$ cat config.mk
export PLATFORM = sky130hd
export DESIGN_NAME = ifu_prefetch
export DESIGN_NICKNAME = d
export VERILOG_FILES = /design/src/rtl/ifu_pkg.sv /design/src/rtl/ifu_fifo.sv /design/src/rtl/ifu_prefetch.sv
export SDC_FILE = /design/constraint.sdc
export NUM_CORES = 1
export LEC_CHECK = 0
export BUFFER_PORTS_ARGS = -buffer_cell sky130_fd_sc_hd__buf_2
export CAP_MARGIN = 20
export CORE_ASPECT_RATIO = 1.4
export CORE_MARGIN = 5
export CORE_UTILIZATION = 59
export CTS_BUF_LIST = sky130_fd_sc_hd__clkbuf_8 sky130_fd_sc_hd__clkbuf_16
export DETAILED_ROUTE_END_ITERATION = 7
export MAX_ROUTING_LAYER = met4
export PLACE_DENSITY = 0.8
export SETUP_SLACK_MARGIN = 0.02
export SYNTH_ARGS = -nofsm -noshare
export SYNTH_HDL_FRONTEND = slang
export SYNTH_SLANG_ARGS = --single-unit
export TNS_END_PERCENT = 30
$ cat constraint.sdc
create_clock -name clk -period 7.7 [get_ports clk]
set_input_delay 0.77 -clock clk [delete_from_list [all_inputs] [get_ports clk]]
set_output_delay 0.77 -clock clk [all_outputs]
set_load 0.05 [all_outputs]
$ cat src/rtl/ifu_pkg.sv
// ifu_pkg: shared types and constants for the instruction-fetch unit.
// Imported by ifu_fifo and ifu_prefetch.
package ifu_pkg;

  localparam int unsigned INST_W = 32;
  localparam logic [31:0] DEFAULT_RESET_PC = 32'h8000_0000;

  typedef enum logic [0:0] {
    IDLE = 1'b0,
    REQ  = 1'b1
  } ifu_state_e;

  typedef struct packed {
    logic [INST_W-1:0] inst;
    logic              err;
    logic [31:0]       pc;
  } ifu_entry_t;

  function automatic int unsigned entry_w(input int unsigned addr_w);
    return INST_W + 1 + addr_w;
  endfunction

endpackage

$ cat src/rtl/ifu_fifo.sv
// ifu_fifo: synchronous FIFO with flush and a registered head output.
// Head reads zero whenever the FIFO is empty.
module ifu_fifo
  import ifu_pkg::*;
#(
  parameter int unsigned W     = 32,
  parameter int unsigned DEPTH = 4
) (
  input  logic                     clk,
  input  logic                     rst_n,
  input  logic                     flush,
  input  logic                     push,
  input  logic [W-1:0]             din,
  input  logic                     pop,
  output logic [W-1:0]             head,
  output logic                     empty,
  output logic [$clog2(DEPTH):0]   count
);

  localparam int unsigned AW = $clog2(DEPTH);

  logic [W-1:0]  r_mem [DEPTH];
  logic [AW-1:0] r_rd;
  logic [AW-1:0] r_wr;
  logic [AW:0]   r_cnt;
  logic [W-1:0]  r_head;

  logic          w_full;
  logic          w_push;
  logic          w_pop;
  logic [AW-1:0] w_rd_nxt;
  logic [AW:0]   w_cnt_nxt;
  logic [W-1:0]  w_head_nxt;

  assign w_full    = r_cnt == (AW+1)'(DEPTH);
  assign w_pop     = pop && (r_cnt != '0);
  assign w_push    = push && (!w_full || w_pop);
  assign w_rd_nxt  = r_rd + AW'(w_pop);
  assign w_cnt_nxt = r_cnt + (AW+1)'(w_push) - (AW+1)'(w_pop);

  // Head is precomputed so the decode-side outputs come straight from flops.
  always_comb begin
    w_head_nxt = r_head;
    if (flush || w_cnt_nxt == '0) begin
      w_head_nxt = '0;
    end else if (r_cnt == (AW+1)'(w_pop)) begin
      w_head_nxt = din;
    end else begin
      w_head_nxt = r_mem[w_rd_nxt];
    end
  end

  always_ff @(posedge clk or negedge rst_n) begin
    if (!rst_n) begin
      r_rd   <= '0;
      r_wr   <= '0;
      r_cnt  <= '0;
      r_head <= '0;
    end else begin
      r_head <= w_head_nxt;
      if (flush) begin
        r_rd  <= '0;
        r_wr  <= '0;
        r_cnt <= '0;
      end else begin
        r_rd  <= w_rd_nxt;
        r_wr  <= r_wr + AW'(w_push);
        r_cnt <= w_cnt_nxt;
      end
    end
  end

  always_ff @(posedge clk) begin
    if (w_push && !flush) begin
      r_mem[r_wr] <= din;
    end
  end

  assert property (@(posedge clk) disable iff (!rst_n)
    !(push && w_full && !pop && !flush));

  assign head  = r_head;
  assign empty = r_cnt == '0;
  assign count = r_cnt;

endmodule

$ cat src/rtl/ifu_prefetch.sv
// ifu_prefetch: fetch PC, request FSM, drop tracking and prefetch FIFO.
// Define IFU_PERF_EN to add perf_fetch_cnt and perf_stall_cnt outputs.
module ifu_prefetch
  import ifu_pkg::*;
#(
  parameter int unsigned       ADDR_W     = 32,
  parameter logic [ADDR_W-1:0] RESET_PC   = ADDR_W'(DEFAULT_RESET_PC),
  parameter int unsigned       FIFO_DEPTH = 4,
  parameter int unsigned       MAX_OUTST  = 2
) (
  input  logic              clk,
  input  logic              rst_n,
  output logic              req_valid,
  output logic [ADDR_W-1:0] req_addr,
  input  logic              req_ready,
  input  logic              rsp_valid,
  input  logic [31:0]       rsp_data,
  input  logic              rsp_err,
  output logic              rsp_ready,
  output logic              inst_valid,
  output logic [31:0]       inst,
  output logic [ADDR_W-1:0] inst_pc,
  output logic              inst_err,
  input  logic              inst_ready,
  input  logic              redirect_valid,
  input  logic [ADDR_W-1:0] redirect_pc,
  input  logic              halt
`ifdef IFU_PERF_EN
  ,
  output logic [31:0]       perf_fetch_cnt,
  output logic [31:0]       perf_stall_cnt
`endif
);

  localparam int unsigned CW = $clog2(FIFO_DEPTH) + 1;
  localparam int unsigned EW = entry_w(ADDR_W);
  localparam logic [0:0]  S_IDLE = IDLE;
  localparam logic [0:0]  S_REQ  = REQ;

  logic [0:0]        r_state;
  logic [ADDR_W-1:0] r_req_addr;
  logic [ADDR_W-1:0] r_fpc;
  logic [ADDR_W-1:0] r_rpc;
  logic [CW-1:0]     r_outst;
  logic [CW-1:0]     r_drop;
  logic              r_stale;

  logic              w_acc;
  logic              w_push;
  logic              w_pop;
  logic              w_issue;
  logic              w_empty;
  logic [CW-1:0]     w_cnt;
  logic [CW-1:0]     w_outst_nxt;
  logic [ADDR_W-1:0] w_redir_pc;
  logic [EW-1:0]     w_head;

  assign w_acc       = (r_state == S_REQ) && req_ready;
  assign w_push      = rsp_valid && (r_drop == '0);
  assign w_pop       = inst_valid && inst_ready;
  assign w_outst_nxt = r_outst + CW'(w_acc) - CW'(rsp_valid);
  assign w_redir_pc  = redirect_pc & ~ADDR_W'(3);

  // Credit: a FIFO slot is reserved for every request still in flight.
  assign w_issue = !halt && !redirect_valid
                && (32'(r_outst) < 32'(MAX_OUTST))
                && ((32'(w_cnt) + 32'(r_outst)) < 32'(FIFO_DEPTH));

  always_ff @(posedge clk or negedge rst_n) begin
    if (!rst_n) begin
      r_state    <= S_IDLE;
      r_req_addr <= RESET_PC;
      r_fpc      <= RESET_PC;
      r_rpc      <= RESET_PC;
      r_outst    <= '0;
      r_drop     <= '0;
      r_stale    <= 1'b0;
    end else begin
      unique case (r_state)
        S_IDLE: begin
          if (w_issue) begin
            r_state    <= S_REQ;
            r_req_addr <= r_fpc;
          end
        end
        default: begin
          if (req_ready) r_state <= S_IDLE;
        end
      endcase
      r_outst <= w_outst_nxt;
      // A request held across a redirect is stale: drop its reply later.
      if (redirect_valid) begin
        r_fpc   <= w_redir_pc;
        r_rpc   <= w_redir_pc;
        r_drop  <= w_outst_nxt;
        r_stale <= (r_state == S_REQ) && !req_ready;
      end else begin
        if (w_acc && !r_stale) r_fpc <= r_fpc + ADDR_W'(4);
        if (w_push) r_rpc <= r_rpc + ADDR_W'(4);
        r_drop <= r_drop + CW'(w_acc && r_stale)
                         - CW'(rsp_valid && (r_drop != '0));
        if (w_acc) r_stale <= 1'b0;
      end
    end
  end

  ifu_fifo #(
    .W     (EW),
    .DEPTH (FIFO_DEPTH)
  ) u_fifo (
    .clk   (clk),
    .rst_n (rst_n),
    .flush (redirect_valid),
    .push  (w_push),
    .din   ({rsp_data, rsp_err, r_rpc}),
    .pop   (w_pop),
    .head  (w_head),
    .empty (w_empty),
    .count (w_cnt)
  );

  assign req_valid  = r_state == S_REQ;
  assign req_addr   = r_req_addr;
  assign rsp_ready  = 1'b1;
  assign inst_valid = !w_empty;
  assign inst       = w_head[EW-1 -: INST_W];
  assign inst_err   = w_head[ADDR_W];
  assign inst_pc    = w_head[ADDR_W-1:0];

`ifdef IFU_PERF_EN
  logic [31:0] r_perf_fetch;
  logic [31:0] r_perf_stall;

  always_ff @(posedge clk or negedge rst_n) begin
    if (!rst_n) begin
      r_perf_fetch <= '0;
      r_perf_stall <= '0;
    end else begin
      if (w_pop) r_perf_fetch <= r_perf_fetch + 32'd1;
      if (!inst_valid && !halt) r_perf_stall <= r_perf_stall + 32'd1;
    end
  end

  assign perf_fetch_cnt = r_perf_fetch;
  assign perf_stall_cnt = r_perf_stall;
`endif

endmodule
==> summary.txt <==
Status
  – Status: completed

Clock network
  – Clk_lat worst skew: 0.53 ns
  – Htree depth: 2
  – Clock buffer depth: 3
  – Clock-pin slew on the worst setup and hold paths: 0.06 ns
  – CTS Root Cell: clkbuf_16
  – Clock sinks: 421
  – Post-CTS setup buffers: 0
  – CTS buffer count: 38
  – Hold_buf cts: 0
  – PostCTS Resize Cnt: 0
  – Clock tree from TritonCTS: yes

Timing
  – Final hold slack: 0.1898 ns
  – Worst clock skew: 0.02206 ns
  – Slew Limit Headroom: 0.2753
  – Final setup viols: 0
  – Max-slew violation count: 0
  – Fin Setup TNS: 0 ns
  – RSZ-0062 raised after global routing: false
  – Final period util: 0.5643
  – Min Tclk post-route: 4.345 ns
  – Hold Violations, Final: 0
  – Max Clk Rate: 230.2 MHz
  – Worst-Margin Slew: 1.081 ns

Detailed routing
  – Vias/cell: 6.219
  – Total number of vias: 10715
  – WL/cell: 22.22 um
  – Pre-Repair DR Iteration Count: 5
  – # DRC: 0
  – Antenna Nets Post-Route: 0
  – Starting DRT DRC Count: 968
  – Routed WL: 38.28 mm

Final layout
  – Commonest non-fill, non-tap cell in the layout: edfxtp_1
  – Non-filler cells, final: 1723
  – Post-layout net count: 1406
  – Commonest cells after routing, fill and taps aside: 252 x edfxtp_1, 165 x buf_2, 165 x dfrtp_1, 94 x nand2_1, 66 x mux2i_1
  – Fill count: 1982
  – Design area: 19450 um^2
  – Layout cells sized above 1: 0.2183
  – Area added between synthesis and finish: 13.78%

Placement
  – Final HPWL DP: 22.18 mm
  – RD Place Congestion: 0.8244
  – DP Area: 18270 um^2
  – Port buffer count: 166
  – DP Cell Count: 1654

Global routing
  – Gr usage total: 0.2440
  – Largest net degree at the start of global routing: 82
  – Residual overflow from global routing: 0
  – Antenna violations before repair: 1
  – First-pass GRT wire length: 61.35 mm
  – Vias in the first global route: 11471

Synth
  – EDFF count, synth: 252
  – Avg Synthesized Cell Area: 14.59 um^2
  – Post-Syn Area: 17090 um^2
  – Synth cell types: 52
  – Share of the yosys chip area belonging to registers: 0.6903
  – Warnings from Yosys: 0
  – Synth async-reset ratio: 0.4014
  – Primary FF master, synth: edfxtp_1
  – Synthesized instance count: 1172
  – Yosys reg bits: 421

Power
  – Pwr Density: 361.9 nW/um^2
  – VDD IR max: 325.9 uV
  – Overall Power: 7.039 mW
  – Leak: 7.313 nW

Min path
  – Hold/Removal Path Class: in -> async

Worst setup path
  – Crit. End Element: flop
  – R2R Path Start: u_fifo.count[1]
  – CP Launch Point: u_fifo.count[1]
  – Worst Path Class, Setup: reg -> reg
  – WP data arrival: 4.78 ns
  – Kind of start point of the critical path: flop
  – Req. time, crit path: 8.14 ns
  – Crit path max fanout: 63

Die
  – I/O pin cnt: 172
  – Die Wd: 153.9 um
  – CORE AREA: 28500 um^2
  – DIE AREA: 32520 um^2
  – Starting Density: 0.5998
  – Die Span Y: 211.4 um
  – Rows: 73

Run
  – Number of max-cap violations: 0
==> critical path: stages (launching register included) <==
cell,delay (ns)
dfrtp_1,0.48
o31ai_2,0.93
inv_1,0.34
ha_1,0.37
inv_1,0.07
ha_1,0.13
inv_1,0.05
fa_1,0.38
xor3_1,0.30
nor3_1,0.10
nor3_2,0.11
buf_4,0.72
a32o_1,0.24
==> final cells by class <==
type	instances	area [um^2]	area share
multi-input cells	657	4972	0.2557
well taps	375	469.2	0.02413
clock buffers	45	1059	0.05443
clock inverters	23	117.6	0.006047
repair buffers	181	949.7	0.04883
inverters	20	75.07	0.003860
flip-flops and latches	421	11800	0.6069
diodes	1	2.502	0.0001287
==> report_power, final <==
part           internal, mW  leakage [nW]  switching (mW)
registers              2.70          4.35           0.204
logic                 0.751          2.32            1.60
clock network          1.01         0.639           0.780
total                  4.45          7.31            2.58
==> final timing paths <==
kind                                            end  slack, ns  depth (start not counted)
min in group clk                u_fifo.r_mem[2][58]       0.48                          1
worst min-delay path                u_fifo.head[61]       0.19                          1
max in group asynchronous            u_fifo.r_rd[1]       6.12                          2
worst max-delay path                u_fifo.head[34]       3.36                         12
worst max register to register      u_fifo.head[34]       3.36                         12
worst min register to register         req_addr[17]       0.49                          2
==> metrics by stage <==
stage / setup slack [ns] / utilization
6_report: 3.355 / 0.6825
5_1_grt: 3.072 / 0.6825
4_1_cts: 3.360 / 0.6824
3_5_place_dp: 3.467 / 0.6411
3_3_place_gp: 3.611 / 0.6411
2_1_floorplan: 0.8314 / -
==> registers in the layout (all words and copies together), names as in the netlist, 2 cells and up <==
signal        flops
r_outst           3
r_fpc            30
r_drop            3
u_fifo.r_rd       2
r_rpc            30
u_fifo.r_mem    252
req_addr         30
u_fifo.r_wr       2
u_fifo.head      64
u_fifo.count      3
==> cell families (layout without fill, tap and decap cells) <==
| group | count (synthesis) | count (layout) | synth area share |
|---|---|---|---|
| adders and majority gates | 15 | 15 | 0.01230 |
| AOI/OAI and AO/OA | 217 | 217 | 0.1045 |
| buffers and inverters | 96 | 269 | 0.02254 |
| DFF | 421 | 421 | 0.6903 |
| muxes | 116 | 116 | 0.07144 |
| and+or+nand+nor | 281 | 281 | 0.08527 |
| xor gates and xnor gates | 24 | 24 | 0.01318 |
| other | 2 | 5 | 0.0004393 |
==> per-layer routing <==
metal | global-route usage | wire [um]
met5 | - | 0
met4 | 0.08379 | 1100
met3 | 0.03415 | 2198
met2 | 0.4060 | 19420
met1 | 0.3123 | 15570
==> synthesized netlist by cell type (10+ instances only) <==
cell type,number,area [um^2]
inv_1,20,75.07
xnor2_1,14,122.6
nor4_1,13,81.33
a32o_1,63,630.6
mux2_2,48,540.5
or3_1,12,75.07
o22a_1,62,543.0
nand4_1,14,87.58
nand3_1,25,125.1
o21ai_0,13,65.06
dfrtp_1,166,4154
and2_1,10,62.56
ha_1,12,150.1
or4_1,23,172.7
clkbuf_1,63,236.5
o31ai_1,21,157.7
edfxtp_1,252,7567
a31oi_1,33,206.5
nor2_1,39,146.4
mux2i_1,68,680.7
nand2_1,94,352.8
nor3_1,14,70.07
(Power assumes the default switching activity.)
